--- config.mk ---
export PLATFORM = sky130hd
export DESIGN_NAME = p_loop_sequencer
export DESIGN_NICKNAME = d
export VERILOG_FILES = /design/src/rtl/p_ctrl_pkg.sv /design/src/rtl/seq_mult16.sv /design/src/rtl/p_loop_sequencer.sv
export SDC_FILE = /design/constraint.sdc
export NUM_CORES = 1
export LEC_CHECK = 0
export CAP_MARGIN = 25
export CORE_MARGIN = 2
export CORE_UTILIZATION = 40
export DETAILED_ROUTE_END_ITERATION = 12
export GPL_TIMING_DRIVEN = 0
export REMOVE_ABC_BUFFERS = 1
export SYNTH_ARGS = -nofsm -noshare
export SYNTH_HDL_FRONTEND = slang
export SYNTH_SLANG_ARGS = --single-unit
export TNS_END_PERCENT = 100
--- constraint.sdc ---
create_clock -name clk -period 9.8 [get_ports clk]
set_clock_uncertainty 0.2 [all_clocks]
set_input_delay 1.96 -clock clk [delete_from_list [all_inputs] [get_ports clk]]
set_output_delay 1.96 -clock clk [all_outputs]
set_load 0.02 [all_outputs]
--- src/rtl/p_ctrl_pkg.sv ---
// Shared types and constants for the sequenced motor-control loops.
// Holds the loop FSM encoding and the signed duty saturation limits.
package p_ctrl_pkg;

  typedef enum logic [1:0] {
    IDLE  = 2'd0,
    MULT  = 2'd1,
    CLAMP = 2'd2
  } state_t;

  localparam logic signed [15:0] DUTY_MAX    = 16'sh7FFF;
  localparam logic signed [15:0] DUTY_MIN    = 16'sh8000;
  localparam int                 MULT_CYCLES = 16;

endpackage

--- src/rtl/seq_mult16.sv ---
// Unsigned 16x16 shift-add multiplier, one multiplier bit per cycle.
// done is high during the last step; prod is final on the following cycle.
module seq_mult16
  import p_ctrl_pkg::*;
(
  input  logic        clk,
  input  logic        rst_raw,
  input  logic        start,
  input  logic [15:0] a,
  input  logic [15:0] b,
  output logic        done,
  output logic [31:0] prod
);

  logic [31:0] a_sh_reg;
  logic [15:0] b_sh_reg;
  logic [31:0] prod_reg;
  logic [3:0]  cnt_reg;
  logic        running_reg;

  always_ff @(posedge clk or negedge rst_raw) begin
    if (!rst_raw) begin
      a_sh_reg    <= '0;
      b_sh_reg    <= '0;
      prod_reg    <= '0;
      cnt_reg     <= '0;
      running_reg <= 1'b0;
    end else if (start) begin
      // A new start always wins, even over a multiply still in progress.
      a_sh_reg    <= {16'd0, a};
      b_sh_reg    <= b;
      prod_reg    <= '0;
      cnt_reg     <= '0;
      running_reg <= 1'b1;
    end else if (running_reg) begin
      if (b_sh_reg[0]) begin
        prod_reg <= prod_reg + a_sh_reg;
      end
      a_sh_reg <= a_sh_reg << 1;
      b_sh_reg <= b_sh_reg >> 1;
      cnt_reg  <= cnt_reg + 4'd1;
      if (cnt_reg == 4'(MULT_CYCLES - 1)) begin
        running_reg <= 1'b0;
      end
    end
  end

  assign done = running_reg && (cnt_reg == 4'(MULT_CYCLES - 1));
  assign prod = prod_reg;

endmodule

--- src/rtl/p_loop_sequencer.sv ---
// Fixed-rate proportional loop: on each tick, duty = clamp(kp_n*|sp-obs| >> kp_ds) with the error sign.
// Tick counter, control FSM, sign/shift capture, saturation and registered outputs live here.
module p_loop_sequencer
  import p_ctrl_pkg::*;
#(
  parameter int TICK_DIV = 6000,
  parameter int W        = 16
)
(
  input  logic                clk,
  input  logic                rst_raw,
  input  logic                enable,
  input  logic signed [W-1:0] setpoint,
  input  logic signed [W-1:0] observed,
  input  logic [W-1:0]        kp_n,
  input  logic [3:0]          kp_ds,
  output logic signed [W-1:0] duty,
  output logic                duty_valid,
  output logic                busy,
  output logic                overrun
);

  localparam int CW = $clog2(TICK_DIV);

  generate
    if (TICK_DIV < 20) begin : g_bad_tick_div
      $error("p_loop_sequencer: TICK_DIV must be >= 20");
    end
    if (W != 16) begin : g_bad_width
      $error("p_loop_sequencer: datapath is built around a 16-bit multiplier");
    end
  endgenerate

  state_t              state_reg;
  logic [CW-1:0]       count_reg;
  logic signed [W-1:0] duty_reg;
  logic                duty_valid_reg;
  logic                busy_reg;
  logic                overrun_reg;
  logic                neg_reg;
  logic [3:0]          shift_reg;

  logic                tick;
  logic                start;
  logic [W:0]          err;
  logic [W:0]          err_neg;
  logic [W-1:0]        mag;
  logic                mult_done;
  logic [31:0]         prod;
  logic [31:0]         q;
  logic [15:0]         q_neg;
  logic signed [W-1:0] clamped;

  assign tick  = enable && (count_reg == CW'(TICK_DIV - 1));
  assign start = tick && (state_reg == IDLE) && !busy_reg;

  // One extra bit keeps the difference exact over the full operand range.
  assign err     = {setpoint[W-1], setpoint} - {observed[W-1], observed};
  assign err_neg = -err;
  assign mag     = err[W] ? err_neg[W-1:0] : err[W-1:0];

  seq_mult16 u_mult (
    .clk     (clk),
    .rst_raw (rst_raw),
    .start   (start),
    .a       (kp_n),
    .b       (mag),
    .done    (mult_done),
    .prod    (prod)
  );

  // Shifting the magnitude before reapplying the sign rounds toward zero.
  assign q     = prod >> shift_reg;
  assign q_neg = -q[15:0];

  always_comb begin
    clamped = '0;
    if (!neg_reg) begin
      clamped = (q > 32'd32767) ? DUTY_MAX : q[15:0];
    end else begin
      clamped = (q >= 32'd32768) ? DUTY_MIN : q_neg;
    end
  end

  always_ff @(posedge clk or negedge rst_raw) begin
    if (!rst_raw) begin
      state_reg      <= IDLE;
      count_reg      <= '0;
      duty_reg       <= '0;
      duty_valid_reg <= 1'b0;
      busy_reg       <= 1'b0;
      overrun_reg    <= 1'b0;
      neg_reg        <= 1'b0;
      shift_reg      <= '0;
    end else if (!enable) begin
      // Halt: abort any computation and announce a zero duty only if it changes.
      state_reg      <= IDLE;
      count_reg      <= '0;
      busy_reg       <= 1'b0;
      overrun_reg    <= 1'b0;
      duty_reg       <= '0;
      duty_valid_reg <= (duty_reg != '0);
    end else begin
      count_reg      <= tick ? '0 : count_reg + CW'(1);
      duty_valid_reg <= 1'b0;
      if (duty_valid_reg) begin
        busy_reg <= 1'b0;
      end
      if (tick && busy_reg) begin
        overrun_reg <= 1'b1;
      end
      case (state_reg)
        IDLE: begin
          if (start) begin
            neg_reg   <= err[W];
            shift_reg <= kp_ds;
            busy_reg  <= 1'b1;
            state_reg <= MULT;
          end
        end
        MULT: begin
          if (mult_done) begin
            state_reg <= CLAMP;
          end
        end
        CLAMP: begin
          duty_reg       <= clamped;
          duty_valid_reg <= 1'b1;
          state_reg      <= IDLE;
        end
        default: state_reg <= IDLE;
      endcase
    end
  end

  assign duty       = duty_reg;
  assign duty_valid = duty_valid_reg;
  assign busy       = busy_reg;
  assign overrun    = overrun_reg;

endmodule

==> results.yml <==
floorplanning:
  die_w_um: 158
  core_area_um2: 23400
  die_area_um2: 25000
  ios: 74
  die_y_um: 158
  core.rowCount: 56
  start_util_pct: 40.5
sta:
  setup_viol: 0
  rsz0062_at_grt: "no"
  fmax_mhz: 174
  finalHoldViolCount: 0
  worst_slew_pin_slew_ps: 958
  period_share_pct: 58.6
  slew-limit-headroom_pct: 36.1
  fin_crit_ps: 5740
  hold_ws_ps: 264
  drv_slew: 0
detailed_routing:
  vias: 7766
  vias_per_cell: 5.30
  routed_wl_um: 20900
  drtAntennaViolNets: 0
  wl_per_cell_um: 14.3
  drt_iter0_markers: 378
  drtPass1Iterations: 5
  drc: 0
synthesis:
  yosys.area_share.simple_pct: 17.7
  synth_fa_ha_area_share_pct: 7.15
  async_flop_share_pct: 100
  synth_compound_area_share_pct: 18.0
  ys_ff_latch: 124
  synth_edf_count: 0
  synth.area.mux_share_pct: 14.5
  seq_area_frac_synth_pct: 32.7
  avgSynthCellArea_um2: 8.83
  synth_top_family_by_area: "compound AO/OA/AOI/OAI gates"
  synth_cells: 1075
  synth_warnings: 0
  synth_flop_cell: "dfrtp_1"
  syn_area_um2: 9490
  synth_cell_types: 80
  synth-xor-area-share_pct: 5.71
grt:
  grt_max_degree: 76
  grt_pass1_vias: 7180
  track_usage_pct: 17.3
  antenna_found_initial: 0
  grt_pass1_wl_um: 35300
  grt-ovfl-total: 0
outcome:
  status: "complete, no violations"
pwr:
  powerDensity_nw_per_um2: 249
  p_leak_nw: 4.96
  design_power_total_w: 0.00281
  vdd_ir_drop_max_v: 0.000152
finish:
  layout-drive-gt1-share_pct: 10.4
  diodes: 0
  syn2layout_area_growth_pct: 18.7
  nets: 1240
  final_cells: 1464
  layout_commonest_cell: "nand2_1"
  final_cell_mix: "nand2_1, dfrtp_1, a21oi_1, nor2_1, clkdlybuf4s50_1"
cts:
  cts_post_setup_buffers_inserted: 0
  cts_tree: "done"
  clkTransAtPathRegs_ps: 60
  cts_hold_buf: 0
  clk_latency_ps: 420
  htreeDepth: 4
  numCtsBuffers: 17
  cts_sinks: 124
  clk_path_buf_depth: 2
  cts_resized: 0
  root_buffer: "clkbuf_16"
min_path:
  min_from: "count_reg[0]"
  min_path_type: "reg2reg"
  hold_end: "count_reg[0]"
  holdPathStages: 1
setup_path:
  cp_slowest_stage_delay_ps: 810
  r2r_cells: 10
  crit_slowest_cell: "nor4_1"
  path_class: "in2reg"
  worstPathCellList: "clkdlybuf4s50_1 > inv_1 > ha_1 > fa_1 > nand2b_1 > a211oi_2 > nor2_1 > xnor2_1 > nor4_1 > nand2_1 > or4_1 > o311ai_1 > xnor2_1 > a21o_1"
  cp-start-kind: "input port"
  cp_max_fo: 5
  cp.arrival_ps: 5860
  crit_required_ps: 9920
  cp-end-kind: "flop"
  r2r-start: "shift_reg[1]"
  reg2reg_slack_ps: 5830
  rr_endpoint: "duty[12]"
  critPathMostFrequentCell: "xnor2_1"
placed_design:
  gp_congestion: 0.829
  io_buffers: 73
  dp_cells: 1432
  dp_hpwl_um: 15400
job:
  max_cap_viol_count: 0
cell families after synthesis:
logic type | after synthesis
AND/OR/NAND/NOR | 359
AO/OA/AOI/OAI | 278
flip-flops | 124
multiplexers | 106
buffers and inverters | 94
XOR/XNOR | 61
adder cells (fa/ha/maj) | 53
how the worst max path moves through the flow:
| stage | startpoint | end | slack, ps | cells past startpoint |
|---|---|---|---|---|
| finish | setpoint[0] | u_mult.b_sh_reg[15] | 4060 | 14 |
| CTS | setpoint[0] | u_mult.b_sh_reg[15] | 4150 | 14 |
| floorplan | enable | u_mult.a_sh_reg[0] | -1170 | 3 |
| global placement | enable | u_mult.b_sh_reg[3] | -7330 | 4 |
| detailed placement | setpoint[0] | u_mult.b_sh_reg[15] | 3710 | 14 |
| global route | setpoint[0] | u_mult.b_sh_reg[15] | 3760 | 14 |
critical path, delay by kind of cell:
kind / cells / cell delay [ps]
AOI/OAI and AO/OA: 3 / 770
xor gates and xnor gates: 2 / 280
adders and majority gates: 2 / 610
buffers and inverters: 2 / 490
and+or+nand+nor: 5 / 1740
power by group:
group / leakage (nW) / switching (W) / total, W / internal (W)
Clock: 0.306 / 0.000255 / 0.000685 / 0.000430
Sequential: 1.61 / 0.000215 / 0.000857 / 0.000641
Combinational: 3.04 / 0.000651 / 0.00127 / 0.000615
per-stage QoR:
| stage | utilization, % | setup WS [ps] | instance area, um^2 | TNS (ps) |
|---|---|---|---|---|
| floorplan | - | -1170 | 9230 | -62120 |
| global placement | 44.3 | -7330 | 10400 | -542330 |
| detailed placement | 45.4 | 3710 | 10600 | 0 |
| CTS | 48.1 | 4150 | 11300 | 0 |
| global route | 48.1 | 3760 | 11300 | 0 |
| finish | 48.1 | 4060 | 11300 | 0 |
Yosys cell counts, drive strengths merged, types with 7 or more instances:
| master | instances | area, um^2 |
|---|---|---|
| nor3 | 12 | 91.3 |
| nand4 | 14 | 93.8 |
| xnor2 | 32 | 280 |
| nand2 | 165 | 619 |
| and3 | 14 | 90.1 |
| mux2i | 71 | 718 |
| xor2 | 29 | 262 |
| buf | 16 | 91.3 |
| a21oi | 99 | 499 |
| o21bai | 8 | 60.1 |
| o211ai | 10 | 75.1 |
| nand2b | 8 | 50.1 |
| and2 | 7 | 43.8 |
| a211oi | 15 | 118 |
| dfrtp | 124 | 3100 |
| inv | 41 | 154 |
| mux4 | 23 | 518 |
| a21o | 25 | 189 |
| nor2 | 77 | 292 |
| clkbuf | 37 | 169 |
| mux2 | 12 | 135 |
| o21ai | 81 | 405 |
| nor2b | 7 | 46.3 |
| nor4 | 7 | 43.8 |
| nand3 | 24 | 120 |
| or3 | 7 | 48.8 |
| ha | 51 | 638 |
cell type report:
class / instances / area, um^2
flip-flops and latches: 124 / 3110
fillers: 2270 / 12100
clock buffers: 17 / 425
multi-input cells: 857 / 5990
repair buffers: 91 / 978
inverters: 41 / 154
clock inverters: 15 / 213
well taps: 319 / 399
routing by layer:
metal / track usage, % / routed length [um] / up-vias
met5: 0 / 0 / -
met4: 3.39 / 155 / 0
met3: 3.31 / 576 / 7
met2: 26.7 / 9480 / 86
met1: 25.4 / 10700 / 3701
li1: - / - / 3972
No activity file was read; power rests on OpenSTA's default activity.
